[src/rtl/lut_neuron_layer.sv]
// lut_neuron_layer: a layer of runtime-loadable truth-table neurons.
// Each neuron looks up an IN_BITS address in its own OUT_BITS-wide table.
// Tables are streamed in over the cfg port in this order: neuron 0 addresses
// 0..DEPTH-1, then neuron 1, and so on. Inference is a single registered
// stage with valid/ready handshakes on both sides.
//
// state | meaning
// ------+----------------------------------------------------------------
// EMPTY | no usable image; waiting for the first beat of a load
// LOAD  | load in progress; inference blocked
// RUN   | complete image present; inference enabled, reload allowed when drained
module lut_neuron_layer #(
  parameter int NUM_NEURONS = 4,
  parameter int IN_BITS     = 7,
  parameter int OUT_BITS    = 2
) (
  input  logic                            clk,
  input  logic                            rst_n,
  input  logic                            cfg_valid,
  output logic                            cfg_ready,
  input  logic [OUT_BITS-1:0]             cfg_data,
  input  logic                            cfg_last,
  output logic                            cfg_err,
  output logic                            loaded,
  input  logic                            in_valid,
  output logic                            in_ready,
  input  logic [NUM_NEURONS*IN_BITS-1:0]  in_data,
  output logic                            out_valid,
  input  logic                            out_ready,
  output logic [NUM_NEURONS*OUT_BITS-1:0] out_data
);

  localparam int DEPTH = 1 << IN_BITS;
  localparam int NW    = (NUM_NEURONS > 1) ? $clog2(NUM_NEURONS) : 1;
  localparam logic [NW-1:0] LAST_NRN = NW'(NUM_NEURONS - 1);

  typedef enum logic [1:0] {EMPTY, LOAD, RUN} state_t;

  state_t               state_q, state_d;
  logic [IN_BITS-1:0]   addr_q, addr_d;
  logic [NW-1:0]        nrn_q, nrn_d;
  logic                 err_q, err_d;
  logic                 cfg_fire, in_fire, last_beat;

  // Table storage is deliberately not reset so it maps onto LUT RAM.
  logic [OUT_BITS-1:0]             mem [NUM_NEURONS][DEPTH];
  logic [NUM_NEURONS*OUT_BITS-1:0] lut_rd;

  assign cfg_fire  = cfg_valid && cfg_ready;
  assign in_fire   = in_valid && in_ready;
  assign last_beat = (nrn_q == LAST_NRN) && (&addr_q);

  // Synchronous table write at the current load position.
  always_ff @(posedge clk) begin
    if (cfg_fire) begin
      mem[nrn_q][addr_q] <= cfg_data;
    end
  end

  // Asynchronous per-neuron lookup; the result is registered into out_data.
  for (genvar i = 0; i < NUM_NEURONS; i++) begin : g_rd
    assign lut_rd[i*OUT_BITS +: OUT_BITS] = mem[i][in_data[i*IN_BITS +: IN_BITS]];
  end

  // State, load counters and sticky error register.
  always_ff @(posedge clk) begin
    if (!rst_n) begin
      state_q <= EMPTY;
      addr_q  <= '0;
      nrn_q   <= '0;
      err_q   <= 1'b0;
    end else begin
      state_q <= state_d;
      addr_q  <= addr_d;
      nrn_q   <= nrn_d;
      err_q   <= err_d;
    end
  end

  // Next-state, counter advance, framing checks and handshake outputs.
  always_comb begin
    state_d   = state_q;
    addr_d    = addr_q;
    nrn_d     = nrn_q;
    err_d     = err_q;
    loaded    = 1'b0;
    in_ready  = 1'b0;
    cfg_ready = 1'b1;

    if (state_q == RUN) begin
      loaded    = 1'b1;
      in_ready  = !out_valid || out_ready;
      // A reload may only start once the output stage is empty and no input
      // is waiting, so an input always wins over a config beat.
      cfg_ready = !out_valid && !in_valid;
    end

    if (cfg_fire) begin
      if (last_beat && cfg_last) begin
        state_d = RUN;
        addr_d  = '0;
        nrn_d   = '0;
        err_d   = 1'b0;
      end else if (last_beat || cfg_last) begin
        // Framing error: the beat is already written, but the image is dropped.
        state_d = EMPTY;
        addr_d  = '0;
        nrn_d   = '0;
        err_d   = 1'b1;
      end else begin
        state_d = LOAD;
        addr_d  = addr_q + 1'b1;
        if (&addr_q) begin
          nrn_d = nrn_q + 1'b1;
        end
      end
    end
  end

  assign cfg_err = err_q;

  // Single output register stage: load on accept, clear once consumed.
  always_ff @(posedge clk) begin
    if (!rst_n) begin
      out_valid <= 1'b0;
      out_data  <= '0;
    end else if (in_fire) begin
      out_valid <= 1'b1;
      out_data  <= lut_rd;
    end else if (out_ready) begin
      out_valid <= 1'b0;
    end
  end

endmodule

[config.mk]
export PLATFORM = sky130hd
export DESIGN_NAME = lut_neuron_layer
export DESIGN_NICKNAME = d
export VERILOG_FILES = /design/src/rtl/lut_neuron_layer.sv
export SDC_FILE = /design/constraint.sdc
export NUM_CORES = 1
export LEC_CHECK = 0
export CORE_ASPECT_RATIO = 2
export CORE_MARGIN = 5
export CORE_UTILIZATION = 50
export DETAILED_ROUTE_END_ITERATION = 10
export DONT_BUFFER_PORTS = 1
export PLACE_DENSITY = 0.62
export SLEW_MARGIN = 20
export SYNTH_ARGS = -nofsm -noshare
export SYNTH_HDL_FRONTEND = slang
export SYNTH_SLANG_ARGS = --single-unit
[constraint.sdc]
create_clock -name clk -period 2.7 [get_ports clk]
set_input_delay 0.54 -clock clk [delete_from_list [all_inputs] [get_ports clk]]
set_output_delay 0.54 -clock clk [all_outputs]
set_load 0.005 [all_outputs]
Word-level counts from Yosys, hierarchy flattened
Memory sizes are Yosys's and may differ from the RTL's.
Cells that the tools add are included.

word-level totals
  flip-flop bits (word level) = 21
  bits in writable memories = 1024
  input bits = 36
  output and inout port bits = 13
  memories = 1

cells by class
  add/sub/neg operators = 2
  order comparisons = 6
  equal/unequal tests = 2
  mux-type cells = 30
  bitwise gates (word level) = 5
  reduce and logical (&&, ||, !) cells = 16

memory list
  memory  words  width  rd ports  clocked after memory_dff  wr ports  line  text
  mem     4      256    4         0                         1         46    logic [OUT_BITS-1:0] mem [NUM_NEURONS][DEPTH];

operator list
  kind                                                count
  2-to-1 mux 256 bit                                  1
  binary-select mux 2 bit (select 7 bit)              4
  >= comparator 8 bit, second input constant          5
  NOT 7 -> 8 bit                                      5
  2-to-1 mux 2 bit                                    13
  demux 2 bit (select 7 bit)                          1
  2-to-1 mux 7 bit                                    2
  2-to-1 mux 1 bit                                    9
  < comparator 8 x 1 -> 1 bit, second input constant  1
  adder 7 x 1 -> 7 bit, second input constant         1
  AND reduction 7 bit                                 1
  logical AND 1 bit                                   6
  == test 2 bit, second input constant                2
  AND reduction 2 bit                                 2
  nonzero test 2 bit                                  2
  nonzero test 3 bit                                  1
  adder 2 x 1 -> 2 bit, second input constant         1
  logical NOT 1 bit                                   2
  logical OR 1 bit                                    2

Longest topological paths before layout
  depth after elaboration = 6
  gate-level depth with buffers = 10

Worst setup path before layout
No wires, ideal clock.

  path kind = input to register
  start = in in_data[7]
  end = reg out_data[2]
  data arrival time = 2.094 ns
  required time = 2.576 ns
  setup slack = 0.483 ns
  cell stages on the path = 8
  buffers on the path = 3
  path through = buf_6 > buf_12 > buf_6 > mux4_2 > a221oi_1 > o22ai_1 > a211oi_1 > nor3_1

between the ends
  cells in the longest elaborated chain, start to end = 4

RTL lines
  element                                               line  text
  start: declaration                                    27    input logic [NUM_NEURONS*IN_BITS-1:0] in_data,
  NOT 7 -> 8 bit (not written as such)                  62    assign lut_rd[i*OUT_BITS +: OUT_BITS] = mem[i][in_data[i*IN_BITS +: IN_BITS]];
  binary-select mux 2 bit (select 7 bit)                62
  2-to-1 mux 2 bit (not written as such) (2 in series)  62
  end signal: assignment                                129   out_data <= lut_rd;
  end: declaration                                      30    output logic [NUM_NEURONS*OUT_BITS-1:0] out_data

No other way between the ends. The select of a mux whose other input is x is not followed.
A chain may end at the register's enable or synchronous reset.

Worst setup path in the final report
  start = reg addr_q[3]
  end = mem mem[0][232] (netlist name) (enable)

between the ends
  cells in the longest elaborated chain, start to end = 6

RTL lines
  element                                                                                   line  text
  start: declaration                                                                        40    logic [IN_BITS-1:0] addr_q, addr_d;
  start signal: assignment                                                                  74    addr_q <= addr_d;
  NOT 7 -> 8 bit (not written as such) *                                                    56    mem[nrn_q][addr_q] <= cfg_data;
  >= comparator 8 bit (not written as such) or < comparator 8 x 1 -> 1 bit (tied branches)  56
  logical AND 1 bit (not written as such)                                                   56
  2-to-1 mux 2 bit (not written as such)                                                    56
  demux 2 bit (select 7 bit) *                                                              56
  2-to-1 mux 256 bit (not written as such) *                                                56
  end: declaration                                                                          46

Every way passes the cells marked *; elsewhere a longest branch is shown, timed or not.

==> summary.txt <==
Flow run
  • Max cap viols: 0

STA
  • Final Slew Violations: 33
  • FMAX: 413 MHz
  • Final hold viol count: 0
  • Hold Slack: 50.8 ps
  • Fin Setup TNS: 0 ps
  • Worst Skew: 34.2 ps
  • Unrepaired setup endpoints after global routing: false
  • Worst-Margin Slew: approximately 1500 ps
  • Min Tclk post-route: 2420 ps
  • Slew HR: -1.28%
  • Fin crit share: ~90%
  • Final setup violation count: 0

Global routing
  • Largest net degree at the start of global routing: 513
  • Vias in the first global route: 24300
  • Initial antenna violation count: 0
  • First-pass GRT wire length: approximately 150000 um
  • Total grt overflow: 0
  • Tot GR Track Use: about 22%

Critical path
  • Setup CP Type: reg2reg
  • Reg2reg path depth: 5
  • Worst path required time: 3070 ps
  • Reg2reg start: addr_q[3]
  • Worst setup path startpoint: addr_q[3]
  • Worst reg2reg setup slack: 280 ps
  • Max Fanout on Critical Path: 11
  • Critical Path AT: 2790 ps
  • Critical path endpoint category: register
  • Crit start category: register

Logic synthesis
  • Post-synth EDFFs: around 1000
  • Async S/R FF share, synth: 0%
  • Number of synthesized register bits: 1045
  • Seq/Total Area, Yosys: between 70% and 80%
  • Synth Area per Inst: 17.1 um^2
  • Syn Nets: around 2600
  • Yosys cell types: 63
  • Cell count after synthesis: 2520
  • Prevailing post-synth register cell: edfxtp_1
  • Synth Warn #: 0
  • Mapped cell area: 43000 um^2

Pwr
  • Pwr Density: 672 nW/um^2
  • Pleak: 14.4 nW
  • Worst-case vdd ir drop: 0.000564 V

Floorplan
  • Placeable Area: 85600 um^2
  • Number of cell rows: ~150
  • IO Count: a little under 50
  • Initial Utilization: between 50% and 60%
  • Die ar.: roughly 92000 um^2
  • Width of the chip: between 200 and 250 um
  • Die Ht: 425 um

Clock network
  • Root buf cell: clkbuf_16
  • CTS tree: built
  • Cts bufs inserted: 91
  • Worst-path clk slew: 70 ps
  • Clock net sink count: around 1000
  • Post-cts resize count: 0
  • H-tree levels: 3
  • Maximum clock path buffer count: 3
  • Clock Latency Late Sink: about 700 ps

Outcome
  • Status: finished with violations
  • Violated checks: max-slew violations

Layout
  • Core Util, Final: between 50% and 60%
  • Area growth, synth to finish: 9.77%
  • Commonest non-fill, non-tap cell in the layout: edfxtp_1
  • Final Non-Filler Cells: 3700
  • Most frequent cells in the layout: 1024 x edfxtp_1, 548 x nor2_1, 219 x mux4_2
  • Layout cells sized above 1: 17.7%
  • Ant diodes: 0
  • Fin nets: 2589

Routing
  • DR top layer: met4
  • Starting DRC count in detailed routing: 2173
  • DR WL/cell: 27.8 um
  • DRT Pass-1 Iters: 7
  • Wl on met1: 35100 um
  • Remaining DRCs: 0
  • Routed met2 length: 57600 um
  • Antenna viol nets, final: 0
  • Post-Route WL: 103000 um
  • Via count: 22700
  • Met3 wire length: ~6000 um
  • Vias per cell: 6.14

Placement
  • Gpl congestion: 0.847
  • Inst Count DP: 3529
  • DP HPWL: 62300 um
  • IO buf count: 0

Hold path
  • Tightest Hold Check Type: in2reg
  • Hold depth: 2
  • Hold Startpoint: rst_n
==> critical path, stage by stage (launching register included) <==
cell      delay (ps)
dfxtp_1          560
nand2b_1         170
nor3_1           550
buf_4            220
nand2_1          280
nor2_1           310
==> synthesized netlist by cell type (21+ instances only) <==
master	number	area share [%]
edfxtp_1	1024	72
nor2_1	548	4.8
mux4_2	219	11
nand2_1	96	0.84
mux2i_1	78	1.8
clkbuf_1	77	0.67
a22oi_1	42	0.73
nor3_1	35	0.41
nor2b_1	26	0.38
a21oi_1	24	0.28
buf_2	23	0.27
buf_1	21	0.18
dfxtp_1	21	0.98
==> kinds of logic (layout without fill, tap and decap cells) <==
family / count (synthesis) / count (layout) / share of synthesized area [%]
buffers and inverters: 175 / 277 / 2.34
flip-flops: 1045 / 1045 / 72.5
multiplexers: 309 / 309 / 14.0
adder cells (fa/ha/maj): 5 / 5 / 0.146
XOR/XNOR: 4 / 4 / 0.0815
AND/OR/NAND/NOR: 801 / 801 / 7.88
AO/OA/AOI/OAI: 181 / 181 / 3.03
==> power by group <==
group          switching (mW)  leakage [nW]  internal, mW
clock network            5.92          1.43          6.99
registers              0.0176          9.37          17.8
logic                   0.463          3.59         0.509
total                    6.40          14.4          25.3
==> state kept, by name, summed over array words and instances, names as in the netlist <==
register   flops
out_valid      1
mem         1024
out_data       8
nrn_q          2
addr_q         7
cfg_err        1
state_q        2
==> metal layers <==
metal	track usage [%]	vias up
li1	-	9885
met4	9.15	0
met5	0	-
met2	41.7	716
met1	24.6	11900
met3	4.39	191
==> per-stage QoR <==
step                total power, mW  worst slack, ps  cell area [um^2]
floorplan                      19.1              483             43000
detailed placement             19.1              192             44200
CTS                            31.9              365             47200
global placement               19.1              195             44200
finish                         31.7              279             47200
global route                   32.6              229             47200
==> layout make-up <==
class,count,area (um^2)
timing repair buffer,103,858
inverter,7,26.3
sequential,1045,31200
clock inverter,50,526
multi-input combinational,1300,10800
fill,6689,38400
tap,1078,1350
clock buffer,117,2410
==> path summary, 6_finish.rpt <==
kind                                     to
worst min-delay path            out_data[5]
worst max-delay path            mem[0][232]
worst max register to register  mem[0][232]
worst min register to register      cfg_err
==> what timing repair did <==
item | in CTS | in global routing
buffers inserted | 0 | 0
hold buffers | 1 | 3
hold endpoints to repair | 15 | 12
No activity file was read; power rests on OpenSTA's default activity.
